<file path="src/rtl/steer_en_ctrl.sv">
// steer_en_ctrl: steering-enable controller for a self-balancing platform.
// Steering is enabled only after a rider is present and balanced for the
// settle time. Weight hysteresis keeps rider detection from chattering.
module steer_en_ctrl #(
   parameter int unsigned FAST_SIM      = 0,
   parameter logic [11:0] MIN_RIDER_WT  = 12'h200,
   parameter logic [11:0] WT_HYSTERESIS = 12'h040
) (
   input  logic        clk,
   input  logic        rst_n,
   input  logic [11:0] lft_ld,
   input  logic [11:0] rght_ld,
   output logic        en_steer,
   output logic        rider_off
);

   typedef enum logic [1:0] {
      IDLE  = 2'd0,
      WAIT  = 2'd1,
      STEER = 2'd2
   } state_t;

   localparam logic [11:0] OFF_WT_12 = MIN_RIDER_WT - WT_HYSTERESIS;
   localparam logic [12:0] MIN_WT    = {1'b0, MIN_RIDER_WT};
   localparam logic [12:0] OFF_WT    = {1'b0, OFF_WT_12};

   state_t             state_q, state_d;
   logic        [25:0] timer_q, timer_d;
   logic               en_steer_q, en_steer_d;
   logic               rider_off_q, rider_off_d;

   logic        [12:0] sum;
   logic signed [12:0] diff_s;
   logic signed [12:0] diff_neg;
   logic        [11:0] diff_abs;
   logic        [12:0] sum_qtr;
   logic        [12:0] sum_15_16;
   logic               sum_gt_min, sum_lt_min;
   logic               diff_gt_1_4, diff_gt_15_16;
   logic               tmr_full, clr_tmr;

   // Load sum, absolute imbalance and the threshold compares
   always_comb begin
      sum           = {1'b0, lft_ld} + {1'b0, rght_ld};
      diff_s        = $signed({1'b0, lft_ld}) - $signed({1'b0, rght_ld});
      diff_neg      = -diff_s;
      diff_abs      = diff_s[12] ? diff_neg[11:0] : diff_s[11:0];
      sum_qtr       = sum >> 2;
      sum_15_16     = sum - (sum >> 4);
      sum_gt_min    = (sum > MIN_WT);
      sum_lt_min    = (sum < OFF_WT);
      diff_gt_1_4   = ({1'b0, diff_abs} > sum_qtr);
      diff_gt_15_16 = ({1'b0, diff_abs} > sum_15_16);
      tmr_full      = (FAST_SIM != 0) ? (timer_q[14:0] == '1) : (timer_q == '1);
   end

   // Next state, timer clear/increment and next registered outputs
   always_comb begin
      state_d = state_q;
      clr_tmr = 1'b0;
      case (state_q)
         IDLE: begin
            if (sum_gt_min) begin
               state_d = WAIT;
               clr_tmr = 1'b1;
            end
         end
         WAIT: begin
            if (sum_lt_min) begin
               state_d = IDLE;
            end else if (diff_gt_1_4) begin
               clr_tmr = 1'b1;
            end else if (tmr_full) begin
               state_d = STEER;
            end
         end
         STEER: begin
            if (sum_lt_min) begin
               state_d = IDLE;
            end else if (diff_gt_15_16) begin
               state_d = WAIT;
               clr_tmr = 1'b1;
            end
         end
         default: state_d = IDLE;
      endcase

      if (clr_tmr) begin
         timer_d = '0;
      end else if (state_q == WAIT) begin
         timer_d = timer_q + 26'd1;
      end else begin
         timer_d = timer_q;
      end

      // Outputs are registered from the next state so they track the
      // state register exactly while coming straight off flops.
      en_steer_d  = (state_d == STEER);
      rider_off_d = (state_d == IDLE);
   end

   // State, timer and output registers with synchronous active-low reset
   always_ff @(posedge clk) begin
      if (!rst_n) begin
         state_q     <= IDLE;
         timer_q     <= '0;
         en_steer_q  <= 1'b0;
         rider_off_q <= 1'b1;
      end else begin
         state_q     <= state_d;
         timer_q     <= timer_d;
         en_steer_q  <= en_steer_d;
         rider_off_q <= rider_off_d;
      end
   end

   assign en_steer  = en_steer_q;
   assign rider_off = rider_off_q;

endmodule

</file>
<file path="config.mk">
export PLATFORM = sky130hd
export DESIGN_NAME = steer_en_ctrl
export DESIGN_NICKNAME = d
export VERILOG_FILES = /design/src/rtl/steer_en_ctrl.sv
export SDC_FILE = /design/constraint.sdc
export NUM_CORES = 1
export LEC_CHECK = 0
export BUFFER_PORTS_ARGS = -buffer_cell sky130_fd_sc_hd__buf_4
export CELL_PAD_IN_SITES_DETAIL_PLACEMENT = 1
export CELL_PAD_IN_SITES_GLOBAL_PLACEMENT = 2
export CORE_ASPECT_RATIO = 0.9
export CORE_MARGIN = 2
export CORE_UTILIZATION = 35
export CTS_CLUSTER_SIZE = 28
export DETAILED_ROUTE_END_ITERATION = 8
export PLACE_DENSITY = 0.77
export SLEW_MARGIN = 20
export SYNTH_ARGS = -nofsm -noshare
export SYNTH_HDL_FRONTEND = slang
export SYNTH_SLANG_ARGS = --single-unit
</file>
<file path="constraint.sdc">
create_clock -name clk -period 6.2 [get_ports clk]
set_clock_uncertainty 0.15 [all_clocks]
set_input_delay 0.31 -clock clk [delete_from_list [all_inputs] [get_ports clk]]
set_output_delay 0.31 -clock clk [all_outputs]
set_load 0.02 [all_outputs]
</file>
==> results.txt <==
----------------------------------------------------
[Die]
  Effective utilization at floorplan ... 35.6%
  Die footprint ... 13000 sq um
  Horiz. Die Dim ... 120 um
  Core Box Area ... 11900 sq um
  Num rows ... 38
  Chip Height ... 108 um
  Count of pins on the block boundary ... 28

[Routing]
  Overall via count from detail_route ... 3882
  Total Wirelength ... 11400 um
  First drt pass iteration count ... 4
  Iteration-0 DRC Markers ... 178
  Detailed-route wire length per cell ... 15.6 um
  Remaining antenna violation count ... 0
  Residual DRC count ... 0
  Number of vias per cell after detailed routing ... 5.28

[Timing]
  Worst Hold Margin ... 270 ps
  Unrepaired setup endpoints after global routing ... false
  Max-slew violation total from the final report ... 0
  Minimum clock period after layout ... 5710 ps
  Period utilisation layout ... 92.1%
  Slew at the pin closest to its max-slew limit ... 770 ps
  Slew Limit Headroom ... 48.6%
  Final TNS setup ... 0 ps
  Max frequency ... 0.175 GHz
  Endpoints failing setup ... 0
  Final hold violation count ... 0

[Power]
  Pwr/cell area ... 273 nW/um^2
  Final total power ... 1310 uW
  Worst VDD drop ... 0.129 mV
  Leakage ... 0.00200 uW

[Place]
  Routability congestion estimate from global placement ... 0.872
  Number of port buffers ... 27
  HPWL after detailed placement ... 9670 um
  Number of instances in the placed design ... 727

[Synth]
  Flop and latch count out of synthesis ... 30
  Mean Syn Cell Area ... 7.74 sq um
  Yosys top cell area share ... 17.4%
  Total of warnings raised by yosys ... 0
  Area leader, netlist ... sky130_fd_sc_hd__ha_1
  EDFF count, synth ... 0
  Area contributors post-synth ... sky130_fd_sc_hd__ha_1 17%, sky130_fd_sc_hd__dfxtp_1 14%, sky130_fd_sc_hd__xnor2_1 9.7%
  Post-synth design cell area ... 4240 sq um
  Cells after synthesis ... 548
  Synth Net Count ... 636
  Sequential share of the synthesized area ... 14.2%
  Post-synth top flop ... sky130_fd_sc_hd__dfxtp_1
  Proportion of synthesized flip-flops having asynchronous set or reset ... 0%
  Post-synthesis cell type count ... 69

[Setup path]
  Cell count of the worst reg-to-reg path ... 10
  Reg2reg end ... en_steer
  Worst reg2reg startpoint ... timer_q[17]
  Arrival time at the worst endpoint ... 5760 ps
  Worst Path Class, Setup ... input port to flip-flop
  Worst path required time ... 6260 ps
  Endpoint of the worst setup timing path ... timer_q[18]
  Maximum net fanout on the critical path ... 16
  Start point of the critical path ... lft_ld[0]
  Register-to-register setup slack ... 3210 ps
  Crit end category ... flip-flop
  Nature of the critical path startpoint ... input port

[Clocking]
  Number of H-tree levels ... 2
  CTS Buf Count ... 5
  TritonCTS clock tree ... built
  Maximum buffer depth of the clock tree ... 2
  Number of clock sinks ... 30
  CTS clock-pin slew for the worst setup and hold paths ... 50 ps
  Source-to-sink clock delay at the later pin of the worst-skew pair ... 270 ps
  Clk root buf ... sky130_fd_sc_hd__clkbuf_16

[Cells and area]
  Area added between synthesis and finish ... 13.0%
  Most common cell after layout, fill and taps aside ... sky130_fd_sc_hd__ha_1
  Final net count ... 662
  Antenna Diode Count ... 0
  Finished Layout Cells ... 735
  Fraction of final layout cells sized beyond drive strength 1 ... 14.6%
  Commonest cells after routing, fill and taps aside ... 59 x sky130_fd_sc_hd__ha_1, 56 x sky130_fd_sc_hd__nand2_1, 48 x sky130_fd_sc_hd__nor2_1

[Outcome]
  Outcome ... completed

[Job]
  Reported max-cap violation count ... 0

[GRT]
  Vias in the first global route ... 3872
  Overall routing resource usage ... 18.1%
  Remaining Overflow, GRT ... 0
  Maximum number of pins on one net before global-route repair ... 28
  Antenna violations before repair ... 0
  First-pass GRT wire length ... 19400 um

[Min path]
  Type of the most critical hold path ... input port to flip-flop

----------------------------------------------------
registers in the layout (all words and copies together) (netlist names):
register and count:
state_q 2, timer_q 26, rider_off 1, en_steer 1
report_power, final:
part           internal (uW)  switching [uW]
clock network            159            82.0
logic                    361             505
registers                198            3.36
total                    717             591
layer usage:
| metal | GRT usage [%] | part of all wire [%] | up-vias |
|---|---|---|---|
| met4 | 1.60 | 0.74 | 0 |
| met5 | 0 | 0 | - |
| li1 | - | - | 1963 |
| met1 | 27.2 | 54 | 1861 |
| met3 | 1.90 | 2.2 | 6 |
| met2 | 28.7 | 43 | 52 |
final cells by class:
cell class                      count  area (sq um)
Fill cell                        1437          7140
Multi-Input combinational cell    462          3420
Sequential cell                    30           601
Timing Repair Buffer               35           275
Tap cell                          160           200
Inverter                           40           150
Clock buffer                        7           143
Clock inverter                      1          5.00
metrics by stage:
step	area (sq um)	worst slack (ps)	util, %
4_1_cts	4770	382	40.0
3_5_place_dp	4630	112	38.8
6_report	4800	492	40.2
5_1_grt	4800	14.9	40.2
3_3_place_gp	4630	295	38.8
2_1_floorplan	4240	869	-
synth_stat cells (9+ instances only):
cell                       instances
sky130_fd_sc_hd__nand3_1          14
sky130_fd_sc_hd__ha_1             59
sky130_fd_sc_hd__inv_1            39
sky130_fd_sc_hd__o21ai_0          16
sky130_fd_sc_hd__xnor2_1          47
sky130_fd_sc_hd__a21o_1           11
sky130_fd_sc_hd__clkbuf_1          9
sky130_fd_sc_hd__nor2_2           20
sky130_fd_sc_hd__nand2_1          56
sky130_fd_sc_hd__a21oi_1          34
sky130_fd_sc_hd__xor2_1           19
sky130_fd_sc_hd__nor2_1           48
sky130_fd_sc_hd__dfxtp_1          30
sky130_fd_sc_hd__nand2b_1         12
kinds of logic (layout without fill, tap and decap cells):
| kind of cell | Yosys count | count (layout) | share of synthesized area [%] |
|---|---|---|---|
| AO/OA/AOI/OAI | 115 | 115 | 19.6 |
| flip-flops | 30 | 30 | 14.2 |
| XOR/XNOR | 68 | 68 | 14.4 |
| AND/OR/NAND/NOR | 212 | 212 | 26.1 |
| buffers and inverters | 56 | 83 | 5.75 |
| adder cells (fa/ha/maj) | 62 | 62 | 18.8 |
| multiplexers | 5 | 5 | 1.24 |
worst max-delay path, stage by stage:
cell and delay (ps):
sky130_fd_sc_hd__buf_4 90, sky130_fd_sc_hd__ha_1 180, sky130_fd_sc_hd__inv_1 60, sky130_fd_sc_hd__fa_1 390, sky130_fd_sc_hd__or2_0 260, sky130_fd_sc_hd__a221oi_1 340
sky130_fd_sc_hd__o21ai_0 140, sky130_fd_sc_hd__nand3_1 210, sky130_fd_sc_hd__inv_1 130, sky130_fd_sc_hd__ha_1 350, sky130_fd_sc_hd__o21ai_0 90, sky130_fd_sc_hd__nand2b_1 110
sky130_fd_sc_hd__a21o_1 200, sky130_fd_sc_hd__a21o_1 200, sky130_fd_sc_hd__a31oi_1 160, sky130_fd_sc_hd__o21bai_1 120, sky130_fd_sc_hd__nand2b_1 80, sky130_fd_sc_hd__o2bb2ai_1 170
sky130_fd_sc_hd__nand2_1 100, sky130_fd_sc_hd__xnor2_1 140, sky130_fd_sc_hd__ha_1 290, sky130_fd_sc_hd__nand4_1 110, sky130_fd_sc_hd__or4_1 520, sky130_fd_sc_hd__o311a_1 150
sky130_fd_sc_hd__nand2_1 130, sky130_fd_sc_hd__o221ai_2 320, sky130_fd_sc_hd__buf_12 280, sky130_fd_sc_hd__nor2_2 110
repair_timing:
item,in CTS,in global routing
setup buffers,0,0
hold buffers,0,0
setup endpoints to repair,0,17
gates resized for setup,0,3
how the worst min path moves through the flow:
stage | startpoint | end | cells after the start
finish | rst_n | timer_q[22] | 3
global route | rst_n | timer_q[22] | 3
detailed placement | timer_q[21] | timer_q[21] | 3
floorplan | timer_q[21] | timer_q[21] | 3
global placement | timer_q[21] | timer_q[21] | 3
CTS | rst_n | timer_q[22] | 3
Note: power is estimated with default switching activity, not from simulation.
